--- src/rtl/alu_issue_stage.sv ---
// Decode-to-execute stage: RV32I ALU decode into a single-entry ID/EX register.
// Define ALU_ISSUE_ILLEGAL_EN to forward unsupported instructions flagged illegal.
module alu_issue_stage #(
  parameter bit SUPPRESS_X0_WB = 1'b1
) (
  input  logic        clk,
  input  logic        rst,
  input  logic        flush,
  input  logic        in_valid,
  output logic        in_ready,
  input  logic [31:0] in_instr,
  input  logic [31:0] in_pc,
  input  logic [31:0] in_rs1_data,
  input  logic [31:0] in_rs2_data,
  output logic        out_valid,
  input  logic        out_ready,
  output logic [31:0] out_a,
  output logic [31:0] out_b,
  output logic [2:0]  out_alu_op,
  output logic [4:0]  out_rd,
  output logic        out_wb_en,
  output logic        out_illegal
);

  localparam logic [6:0] OPC_R     = 7'b0110011;
  localparam logic [6:0] OPC_I     = 7'b0010011;
  localparam logic [6:0] OPC_LUI   = 7'b0110111;
  localparam logic [6:0] OPC_AUIPC = 7'b0010111;

  localparam logic [2:0] OP_ADD = 3'b000;
  localparam logic [2:0] OP_SUB = 3'b001;
  localparam logic [2:0] OP_AND = 3'b010;
  localparam logic [2:0] OP_OR  = 3'b011;
  localparam logic [2:0] OP_XOR = 3'b100;
  localparam logic [2:0] OP_SLL = 3'b101;
  localparam logic [2:0] OP_SRL = 3'b110;
  localparam logic [2:0] OP_SLT = 3'b111;

  logic [6:0]  opc;
  logic [2:0]  f3;
  logic [6:0]  f7;
  logic [31:0] imm_i;
  logic [31:0] imm_u;
  logic [4:0]  rd;

  assign opc   = in_instr[6:0];
  assign f3    = in_instr[14:12];
  assign f7    = in_instr[31:25];
  assign rd    = in_instr[11:7];
  assign imm_i = {{20{in_instr[31]}}, in_instr[31:20]};
  assign imm_u = {in_instr[31:12], 12'h000};

  // rs1 index is resolved upstream by the register-file read
  logic unused_rs1_idx;
  assign unused_rs1_idx = ^in_instr[19:15];

  logic       f3_ok;
  logic [2:0] f3_op;

  always_comb begin
    f3_ok = 1'b1;
    f3_op = OP_ADD;
    case (f3)
      3'b000:  f3_op = OP_ADD;
      3'b111:  f3_op = OP_AND;
      3'b110:  f3_op = OP_OR;
      3'b100:  f3_op = OP_XOR;
      3'b001:  f3_op = OP_SLL;
      3'b101:  f3_op = OP_SRL;
      3'b010:  f3_op = OP_SLT;
      default: f3_ok = 1'b0;
    endcase
  end

  logic        is_r;
  logic        is_i;
  logic        is_lui;
  logic        is_auipc;
  logic        shift_f3;

  assign is_r     = (opc == OPC_R);
  assign is_i     = (opc == OPC_I);
  assign is_lui   = (opc == OPC_LUI);
  assign is_auipc = (opc == OPC_AUIPC);
  assign shift_f3 = (f3 == 3'b001) || (f3 == 3'b101);

  logic        dec_legal;
  logic [2:0]  dec_op;
  logic [31:0] dec_a;
  logic [31:0] dec_b;

  always_comb begin
    dec_legal = 1'b0;
    dec_op    = OP_ADD;
    dec_a     = 32'h0;
    dec_b     = 32'h0;
    unique case (1'b1)
      is_r: begin
        dec_a = in_rs1_data;
        dec_b = in_rs2_data;
        if (f7 == 7'b0000000) begin
          dec_legal = f3_ok;
          dec_op    = f3_op;
        end else if (f7 == 7'b0100000 && f3 == 3'b000) begin
          dec_legal = 1'b1;
          dec_op    = OP_SUB;
        end
      end
      is_i: begin
        dec_a     = in_rs1_data;
        dec_b     = imm_i;
        dec_op    = f3_op;
        dec_legal = f3_ok && (!shift_f3 || f7 == 7'b0);
      end
      is_lui: begin
        dec_legal = 1'b1;
        dec_b     = imm_u;
      end
      is_auipc: begin
        dec_legal = 1'b1;
        dec_a     = in_pc;
        dec_b     = imm_u;
      end
      default: dec_legal = 1'b0;
    endcase
    // illegal entries present zeroed operands and ADD
    if (!dec_legal) begin
      dec_op = OP_ADD;
      dec_a  = 32'h0;
      dec_b  = 32'h0;
    end
  end

  logic dec_wb;
  assign dec_wb = dec_legal && !(SUPPRESS_X0_WB && rd == 5'd0);

  logic load_ok;
`ifdef ALU_ISSUE_ILLEGAL_EN
  assign load_ok = 1'b1;
`else
  assign load_ok = dec_legal;
`endif

  logic        valid_q;
  logic        valid_d;
  logic [31:0] a_q;
  logic [31:0] b_q;
  logic [2:0]  op_q;
  logic [4:0]  rd_q;
  logic        wb_q;
  logic        xfer;

  assign in_ready = !valid_q || out_ready;
  assign xfer     = in_valid && in_ready;

  always_comb begin
    valid_d = valid_q;
    if (flush)          valid_d = 1'b0;
    else if (xfer)      valid_d = load_ok;
    else if (out_ready) valid_d = 1'b0;
  end

  always_ff @(posedge clk) begin
    if (rst) begin
      valid_q <= 1'b0;
      a_q     <= 32'h0;
      b_q     <= 32'h0;
      op_q    <= 3'b000;
      rd_q    <= 5'd0;
      wb_q    <= 1'b0;
    end else begin
      valid_q <= valid_d;
      if (xfer && !flush) begin
        a_q  <= dec_a;
        b_q  <= dec_b;
        op_q <= dec_op;
        rd_q <= rd;
        wb_q <= dec_wb;
      end
    end
  end

`ifdef ALU_ISSUE_ILLEGAL_EN
  logic ill_q;
  always_ff @(posedge clk) begin
    if (rst)                ill_q <= 1'b0;
    else if (xfer && !flush) ill_q <= !dec_legal;
  end
  assign out_illegal = ill_q;
`else
  assign out_illegal = 1'b0;
`endif

  assign out_valid  = valid_q;
  assign out_a      = a_q;
  assign out_b      = b_q;
  assign out_alu_op = op_q;
  assign out_rd     = rd_q;
  assign out_wb_en  = wb_q;

endmodule

--- config.mk ---
export PLATFORM = sky130hd
export DESIGN_NAME = alu_issue_stage
export DESIGN_NICKNAME = d
export VERILOG_FILES = /design/src/rtl/alu_issue_stage.sv
export SDC_FILE = /design/constraint.sdc
export NUM_CORES = 1
export LEC_CHECK = 0
export ABC_AREA = 1
export ABC_CLOCK_PERIOD_IN_PS = 2080
export CORE_MARGIN = 1
export CORE_UTILIZATION = 43
export DETAILED_ROUTE_END_ITERATION = 10
export PLACE_DENSITY = 0.87
export SLEW_MARGIN = 20
export SYNTH_ARGS = -nofsm -noshare
export SYNTH_HDL_FRONTEND = slang
export SYNTH_SLANG_ARGS = --single-unit
--- constraint.sdc ---
create_clock -name clk -period 2.08 [get_ports clk]
set_input_delay 0.416 -clock clk [delete_from_list [all_inputs] [get_ports clk]]
set_output_delay 0.416 -clock clk [all_outputs]
set_load 0.01 [all_outputs]
## Word-level counts from Yosys, hierarchy flattened

Cells that the tools add are included.

- Register bits after elaboration: 74
- Word-level logic and storage cells: 52

- Equal/unequal tests: 11
- Multiplexer cells: 15
- Reduce and logical (&&, ||, !) cells: 20

Operators by type and width:

| operator | count |
|---|---|
| $pmux W32 S3 | 1 |
| $mux W32 | 2 |
| $pmux W32 S2 | 1 |
| $eq A7 B6 Y1 const B | 3 |
| $pmux W3 S6 | 1 |
| $eq A7 B5 Y1 const B | 2 |
| $eq A3 B3 Y1 const B | 4 |
| $logic_not A7 Y1 | 1 |
| $reduce_or A7 Y1 | 1 |
| $mux W1 | 6 |
| $mux W3 | 2 |
| $pmux W3 S2 | 1 |
| $reduce_or A2 Y1 | 3 |
| $logic_and A1 B1 Y1 | 5 |
| $logic_not A5 Y1 | 1 |
| $logic_not A1 Y1 | 4 |
| $eq A3 B1 Y1 const B | 1 |
| $eq A3 B2 Y1 const B | 1 |
| $logic_not A3 Y1 | 1 |
| $logic_or A1 B1 Y1 | 3 |
| $pmux W1 S3 | 1 |
| $reduce_bool A2 Y1 | 1 |

## Logic depth before layout (Yosys ltp)

- Word-level depth: 7
- Mapped depth: 11
- Mapped depth without buffers: 9

## Worst setup path before layout

OpenSTA, ideal clock, no wires.

- Kind: in2reg
- Start point: input port in_instr[1]
- End point: register b_q[5], in the netlist out_b[5]
- Setup time: 70 ps
- Arrival time: 1456 ps
- Data required time: 2010 ps
- Setup slack: 553 ps
- Stages: 10
- Cells stage by stage: nand2_1 > inv_2 > nand2_1 > nor2_4 > nand3_1 > nand3_2 > buf_6 > buf_6 > nand3_2 > a21oi_2

- Cells in the longest elaborated chain, start to end: 4

RTL lines:

| what | line | RTL |
|---|---|---|
| start, declared | 11 | `input logic [31:0] in_instr,` |
| $eq A7 B6 Y1 / $eq A7 B5 Y1 (equally long branches) | 83, 84 |  |
| $reduce_or A2 Y1 (no line) | -- |  |
| $pmux W32 S3 / $pmux W1 S3 (equally long branches) | 97 | `unique case (1'b1)` |
| $mux W32 (*) | 127 | `if (!dec_legal) begin` |
| end signal, assigned | 167 | `b_q <= 32'h0;` |
| end signal, assigned | 175 | `b_q <= dec_b;` |
| end, declared | 147 | `logic [31:0] b_q;` |

Every way passes the cells marked *; elsewhere a longest branch is shown, timed or not.
A chain may end at the register's enable or synchronous reset.

## Worst setup path after layout

- Start point: input port out_ready
- End point: output port in_ready

- Cells in the longest elaborated chain, start to end: 1

RTL lines:

| what | line | RTL |
|---|---|---|
| start, declared | 16 | `input logic out_ready,` |
| $logic_or A1 B1 Y1 | 153 | `assign in_ready = !valid_q \|\| out_ready;` |
| end, declared | 10 | `output logic in_ready,` |

Every way passes these cells.

==> metrics.md <==
| Metric | Value |
|---|---|
| Max Fclk | `0.5165 GHz` |
| Layout area overhead | `61.99%` |
| Post-layout min period | `1936 ps` |
| Worst-path fanout max | `2` |
| Skew final | `9.846 ps` |
| Number of fill cells | `725` |
| Vias in the first global route | `4665` |
| Most frequent CP cell | `clkdlybuf4s50_1` |
| Global-route wire length before repair | `21.98 mm` |
| CTS buffer count | `9` |
| Outcome | `complete, but fails checks` |
| CTS tree | `built` |
| Vias/cell | `5.334` |
| Max incr delay on CP | `530 ps` |
| Average size of a mapped cell | `6.530 µm²` |
| Max Cap Viol | `0` |
| Area of the core | `8806 µm²` |
| Starting Density | `45.01%` |
| Synthesized cell area | `3964 µm²` |
| FF-to-FF Start | `out_valid` |
| Drt pass-1 iters | `9` |
| Die width | `98.01 µm` |
| Placed Instance Area | `6236 µm²` |
| CTS root buffer | `clkbuf_8` |
| Failing checks | `design-rule violations` |
| Final core utilization | `72.92%` |
| Share of layout cells above drive strength 1 | `8.776%` |
| Worst-margin pin slew | `554.3 ps` |
| Unique masters post-synth | `19` |
| Startpoint Class | `input port` |
| CTS Hold Bufs | `0` |
| Dpl hpwl | `10.22 mm` |
| Pins over their slew limit | `0` |
| Crit-path slowest cell | `clkdlybuf4s50_1` |
| CP Cell Sequence | `clkdlybuf4s50_1 > nor2_1 > inv_1 > clkdlybuf4s50_1` |
| Clock Latency Late Sink | `330 ps` |
| Period utilisation layout | `93.09%` |
| Power per cell area | `465.8 nW/µm²` |
| DR DRC count | `12` |
| Synth Register Bits | `74` |
| WS Path Type | `input port to primary output` |
| Synthesized net count | `740` |
| Hold wc startpoint | `out_alu_op[2]` |
| Post-cts sizing count | `0` |
| Clock Sinks | `74` |
| Initial antenna violation count | `0` |
| RSZ-0062 raised after global routing | `no` |
| ANT nets after route | `0` |
| Worst Setup SP | `out_ready` |
| Routed len/inst | `14.84 µm` |
| Via Count | `4891` |
| Max clock buf depth | `2` |
| Worst hold path type | `flip-flop to flip-flop` |
| Commonest non-fill, non-tap cell in the layout | `clkdlybuf4s50_1` |
| Gr usage total | `28.21%` |
| I/O Buffers | `207` |
| H-tree levels | `3` |
| I/O pin cnt | `209` |
| Leakage | `2.421 nW` |
| Grt ovf | `0` |
| 1st-iter DRT viols | `247` |
| DIE AREA | `9606 µm²` |
| Arrival time worst endpoint | `1520 ps` |
| Maximum number of pins on one net before global-route repair | `43` |
| Fin area | `6421 µm²` |
| Sequential area share after synthesis | `37.37%` |
| Die Y | `98.01 µm` |
| Final #Nets | `938` |
| VDD IR max | `244.5 µV` |
| Post-CTS Setup Bufs | `0` |
| Hold Vio Cnt, Final | `0` |
| Clk pin slew, worst setup/hold paths | `70 ps` |
| Relative slew slack | `63.05%` |
| Delay-heaviest family, CP | `buffers and inverters` |
| ANT cells | `0` |
| Mapped Cells | `607` |
| Commonest cells after routing, fill and taps aside | `206 x clkdlybuf4s50_1, 157 x nand2_1, 112 x nand3_1` |
| Setup crit end kind | `primary output` |
| CP required | `1660 ps` |
| Number of synthesis warnings | `0` |
| Critical path buffers and inverters | `3` |
| Gpl congestion | `0.8943` |
| Setup violators final | `0` |
| # rows | `34` |
| DRT Wirelength | `13.60 mm` |
per-stage QoR:
step                      instances  setup WS, ps  power [mW]  hold WS, ps  TNS, ps
after floorplan                 607         553.3       1.605        490.0        0
after global placement          902        -39.82       1.927        450.5   -39.82
after detailed placement        902        -97.60       1.937        455.2    -1391
after CTS                       917         136.5       3.003        467.0        0
after global routing            917         97.52       3.097        481.4        0
final                           917         143.7       2.991        465.2        0
registers in the layout, indices dropped and copies added, names as in the netlist:
signal / cells
out_alu_op: 3
out_wb_en: 1
out_a: 32
out_valid: 1
out_b: 32
out_rd: 5
layer usage:
metal / vias up / part of all wire [%] / global-route usage (%)
li1: 2386 / - / -
met1: 2230 / 39 / 32.52
met2: 228 / 49 / 48.81
met3: 47 / 7.9 / 5.297
met4: 0 / 4.5 / 16.32
met5: - / 0 / 0
final timing paths:
check	end	slack [ps]	cells past startpoint
hold / removal	out_alu_op[2]	470	2
setup / recovery	in_ready	140	4
hold reg to reg	out_alu_op[2]	470	2
setup reg to reg	out_b[4]	670	8
power by group:
part	internal [mW]	switching, mW
clock network	0.578	0.504
logic	0.282	0.202
registers	1.42	0.00277
total	2.28	0.709
worst register-to-register path, stage by stage, from the launching register on:
cell,delay [ps]
dfxtp_1,330
inv_1,40
nor2_1,110
buf_4,140
nor2_4,40
inv_2,50
buf_4,330
nand2_1,140
a21oi_2,170
cell type report:
class                           count  area [µm²]  share of cell area, %
Multi-Input combinational cell    432        2072                  32.27
Clock buffer                       12       145.1                  2.260
Clock inverter                      3       40.04                 0.6235
Timing Repair Buffer              234        2345                  36.52
Inverter                           54       202.7                  3.157
Sequential cell                    74        1481                  23.07
Tap cell                          108       135.1                  2.104
cell usage after synthesis (all sizes together):
cell / count / area [µm²]
nand3: 123 / 670.7
nand2: 157 / 589.3
o211ai: 6 / 45.04
conb: 1 / 3.750
nor2: 27 / 123.9
nand4: 1 / 6.260
clkbuf: 28 / 105.1
buf: 19 / 110.1
inv: 54 / 202.7
o21ai: 41 / 205.2
a21oi: 75 / 412.9
o21a: 1 / 7.510
dfxtp: 74 / 1481
cells by family (layout without fill, tap and decap cells):
kind of cell,count (synthesis),in the layout,share of synthesized area (%)
and+or+nand+nor,308,308,35.07
AOI/OAI and AO/OA,123,123,16.92
buffers and inverters,101,303,10.54
DFF,74,74,37.37
other,1,1,0.09461
Note: power is estimated with default switching activity, not from simulation.
==> edit 1, RTL diff (same settings) <==
The option `ALU_ISSUE_ILLEGAL_EN` is turned on by a define.
--- a/src/rtl/alu_issue_stage.sv
+++ b/src/rtl/alu_issue_stage.sv
@@ -1,5 +1,7 @@
 // Decode-to-execute stage: RV32I ALU decode into a single-entry ID/EX register.
 // Define ALU_ISSUE_ILLEGAL_EN to forward unsupported instructions flagged illegal.
+`define ALU_ISSUE_ILLEGAL_EN
+
 module alu_issue_stage #(
   parameter bit SUPPRESS_X0_WB = 1'b1
 ) (
Behaviour: not the same (Yosys sat finds a counterexample within 4 cycles, from zero or initial values and one cycle with rst high).
==> edit 1 against the unedited design <==
  * The flow still finishes with violations (DRC)
  * Clock power is essentially flat
  * Setup slack worse by 0.064 ns
  * Largest cell class unchanged
  * Final area up 0.33%
  * Final cell count decreased by 0.33%
  * Critical path type unchanged
  * Register-to-register slack better by 0.03 ns
  * Area after synthesis grew 0.28%
  * Total power increased by 1.2%
  * Sequential cell count rose by 1
  * Routed wire length fell by 0.51%
  * Via count rose by 1.2%
  * Combinational power increased by 4%
==> edit 1: results (changes against the unedited design) <==
* Bufs on Longest Clock Path at 2 (unchanged)
* CTS Buf Count at 9 (unchanged)
* Failing checks: DRC (unchanged)
* H-tree Lvls at 3 (unchanged)
* Layout cells sized above 1 at 9.06% (was 8.78%)
* Placed Instances at 900 (was 902)
* Residual DRC at 12 (unchanged)
* Root buf cell: clkbuf_8 (unchanged)
* Clk_lat worst skew at 0.33 ns (about the same)
* Diodes inserted at 0 (unchanged)
* Syn_nets at 738 (was 740)
* Placed instance area at 6260 µm² (was 6240 µm²)
* Post-synth ARST share at 0% (unchanged)
* CP max-delay cell: clkdlybuf4s50_1 (unchanged)
* Cell variety after synth at 23 (was 19)
* Post-synth top cells: nand2_1, nand3_1, dfxtp_1 (unchanged)
* Register area share after synthesis at 37.8% (was 37.4%)
* Outcome: finished with violations (unchanged)
* Largest cells by area after synthesis: dfxtp_1, nand3_1, nand2_1, a21oi_1, nand3_2 (was dfxtp_1, nand2_1, nand3_1, a21oi_1, o21ai_0)
* Global-route wire length before repair at 21,900 µm (was 22,000 µm)
* Worst-Margin Slew at 0.388 ns (was 0.554 ns)
* Routed wire length at 13,500 µm (was 13,600 µm)
* Initial antenna violation count at 0 (unchanged)
* Synth warn at 0 (unchanged)
* Post-DP HPWL at 10,100 µm (was 10,200 µm)
* Port Buffers at 208 (was 207)
* Filler Cell Count at 703 (was 725)
* CP Max Fanout at 2 (unchanged)
* Pre-Repair DR Iteration Count at 8 (was 9)
* Max Cap Viol at 0 (unchanged)
* Worst vdd ir at 341 µV (was 245 µV)
* Post-Syn Area per Cell at 6.57 µm² (was 6.53 µm²)
* GRT Resource Usage Total at 28.2% (about the same)
* GP Congestion at 0.911 (was 0.894)
* Largest net degree at the start of global routing at 42 (was 43)
* Reg clk slew, reported paths at 0.07 ns (about the same)
* Clk_skew at 0.00533 ns (was 0.00985 ns)
* Number of global-route vias before repair at 4,689 (was 4,665)
* Finished Layout Cells at 914 (was 917)
* Layout Nets at 936 (was 938)
* LEAKAGE at 2.49 nW (was 2.42 nW)
* Mapped Area at 3980 µm² (was 3960 µm²)
* Delay of the slowest critical-path stage at 0.48 ns (was 0.53 ns)
* Crit path DAT at 1.58 ns (was 1.52 ns)
* 1st-iter DRT viols at 337 (was 247)
* Hold crit path type: in -> reg (was reg -> reg)
* Via count at 4,949 (was 4,891)
-- edit 1: cell count changes after synthesis, moves of 6 or more --
cell,unedited run,this run
o21ai_0,41,10
nor2_1,24,18
nand3_1,112,148
o211ai_1,6,0
inv_1,49,17
nand2_1,157,188
-- edit 1: critical path, delay by kind of cell --
family | cells | cell delay [ns]
buffers and inverters | 3 | 0.98
and+or+nand+nor | 1 | 0.19
-- edit 1: worst paths after layout --
check / slack [ns] / end / depth (start not counted) / start
worst min register to register: 0.46 / out_a[5] / 2 / out_a[5]
worst max-delay path: 0.08 / in_ready / 4 / out_ready
worst min-delay path: 0.34 / out_b[18] / 2 / rst
worst max register to register: 0.70 / out_b[17] / 7 / out_valid
-- edit 1: report_power, final --
group	leakage, nW	internal, mW	switching [mW]
Combinational	1.79	0.289	0.213
Clock	0.0950	0.571	0.506
Sequential	0.605	1.44	0.00520
-- edit 1: metrics by stage --
step / worst slack [ns] / setup TNS, ns / hold slack (ns) / power, mW / utilization [%]
after floorplan: 0.564 / 0 / 0.490 / 1.63 / -
after global placement: 0.0594 / 0 / 0.451 / 1.97 / 70.7
after detailed placement: -0.0255 / -0.308 / 0.456 / 1.98 / 70.7
after CTS: 0.0319 / 0 / 0.334 / 3.04 / 72.8
after global routing: 0.0553 / 0 / 0.342 / 3.15 / 72.8
final: 0.0796 / 0 / 0.344 / 3.03 / 72.8
-- edit 1: cells by family after synthesis --
logic type      synth area share [%]
flops                           37.8
compound gates                  11.6
buf+inv                         7.62
simple gates                    43.0
-- edit 1: repair_timing --
item / 4_1_cts / 5_1_grt
gates resized for setup: 0 / 1
buffers inserted: 0 / 0
endpoints found under the hold margin: 0 / 0
endpoints found under the setup margin: 0 / 1
-- edit 1: layout make-up --
class	count	area share [%]
clock inverter	3	0.621
timing repair buffer	237	36.8
inverter	20	1.17
tap	108	2.10
sequential	75	23.3
clock buffer	11	2.19
multi-input combinational	460	33.8
-- edit 1: per-layer routing --
layer,global-route usage (%),vias up,wire (µm),part of all wire (%)
met5,0,-,0,0
met4,13.2,0,443,3.3
met3,6.37,37,1120,8.3
met2,49.5,235,6740,50
met1,32.4,2277,5240,39
li1,-,2400,-,-
==> edit 2, RTL diff (same settings) <==
Without the edit above. The parameter `SUPPRESS_X0_WB` goes from 1'b1 to 1'b0.
--- a/src/rtl/alu_issue_stage.sv
+++ b/src/rtl/alu_issue_stage.sv
@@ -1,7 +1,7 @@
 // Decode-to-execute stage: RV32I ALU decode into a single-entry ID/EX register.
 // Define ALU_ISSUE_ILLEGAL_EN to forward unsupported instructions flagged illegal.
 module alu_issue_stage #(
-  parameter bit SUPPRESS_X0_WB = 1'b1
+  parameter bit SUPPRESS_X0_WB = 1'b0
 ) (
   input  logic        clk,
   input  logic        rst,
Function: changed (Yosys sat finds a counterexample within 4 cycles, from zero or initial values and one cycle with rst high).
==> edit 2 against the unedited design <==
  * The flow still finishes with violations (DRC)
  * Routed wire length up 1.6%
  * Non-clock buffer count up 5
  * Clock power grew 14%
  * Total power increased by 5.2%
  * Setup slack got worse by 0.049 ns
  * Sequential cell count unchanged
  * Worst hold slack lost 0.021 ns
  * Synthesized cell count down 1.6%
  * Core utilization about the same
  * Final area is essentially flat
  * Area after synthesis down 0.32%
  * Count of clock-buffer cells in the layout fell by 2
  * Combinational power increased by 1%
  * First-iteration DRC count increased by 30%
  * Critical endpoint unchanged
==> edit 2: results (changes against the unedited design) <==
* Outcome: finished with violations (unchanged)
* Failing checks: DRC (unchanged)
* R2r endpoint: out_b[10] (was out_b[4])
* Met3 wire len at 1370 µm (was 1080 µm)
* Crit path DAT at 1.57 ns (was 1.52 ns)
* Clk_skew at 0.00417 ns (was 0.00985 ns)
* Worst hold stages at 4 (was 2)
* GP Congestion at 0.918 (was 0.894)
* Hold Path Sink: out_valid (was out_alu_op[2])
* Max layer used: met4 (unchanged)
* Filler Cell Count at 726 (was 725)
* Via count at 4,918 (was 4,891)
* Worst vdd ir at 428 µV (was 245 µV)
* Largest cells by area after synthesis: dfxtp_1, nand3_1, nand2_1, a21oi_1, clkbuf_1 (was dfxtp_1, nand2_1, nand3_1, a21oi_1, o21ai_0)
* Syn_nets at 730 (was 740)
* Mapped Cells at 597 (was 607)
* Delay of the slowest critical-path stage at 0.55 ns (was 0.53 ns)
* Layout Nets at 930 (was 938)
* Hold crit path type: in -> reg (was reg -> reg)
* Met2 Wirelength at 6800 µm (was 6610 µm)
* Number of global-route vias before repair at 4,599 (was 4,665)
* Post-DP HPWL at 10,200 µm (about the same)
* Global Route met2 Usage at 48.8% (about the same)
* Synth Area in Compound Gates at 12.4% (was 16.9%)
* Avg WL per Cell at 15.2 µm (was 14.8 µm)
* M1 WL at 5270 µm (was 5310 µm)
* CP Max Fanout at 3 (was 2)
* GR Util met3 at 7.16% (was 5.30%)
* Global-route wire length before repair at 21,900 µm (was 22,000 µm)
* Family with the most delay on the worst path: buffers and inverters (unchanged)
* P_int at 2.40 mW (was 2.28 mW)
* Min-delay src: rst (was out_alu_op[2])
* Routed wire length at 13,800 µm (was 13,600 µm)
* Register area share after synthesis at 37.5% (was 37.4%)
* Met1 Usage GRT at 33.7% (was 32.5%)
* Placed Instances at 894 (was 902)
* Residual DRC at 32 (was 12)
* Layout cells sized above 1 at 9.11% (was 8.78%)
* GRT Resource Usage Total at 28.4% (was 28.2%)
* Pre-Repair DR Iteration Count at 8 (was 9)
* Clk_lat worst skew at 0.35 ns (was 0.33 ns)
* LEAKAGE at 2.47 nW (was 2.42 nW)
* Largest net degree at the start of global routing at 51 (was 43)
[edit 2: per-stage QoR]
step / worst slack (ns) / instance area, µm² / hold WS [ns] / total power, mW / setup TNS, ns
floorplan: 0.477 / 3950 / 0.490 / 1.61 / 0
global placement: 0.0140 / 6210 / 0.452 / 1.94 / 0
detailed placement: -0.0758 / 6210 / 0.454 / 1.94 / -1.83
CTS: 0.0949 / 6420 / 0.441 / 3.16 / 0
global route: 0.0373 / 6420 / 0.467 / 3.26 / 0
finish: 0.0944 / 6420 / 0.445 / 3.15 / 0
[edit 2: kinds of logic after synthesis]
family | count (synthesis)
flip-flops | 74
other | 1
AO/OA/AOI/OAI | 93
buffers and inverters | 74
AND/OR/NAND/NOR | 355
[edit 2: final cells by class]
class	instances	area [µm²]	share of cell area, %
clock buffers	10	138	2.14
clock inverters	5	78.8	1.23
inverters	24	96.3	1.50
multi-input cells	449	2140	33.3
flip-flops and latches	74	1480	23.1
well taps	108	135	2.10
repair buffers	239	2360	36.7
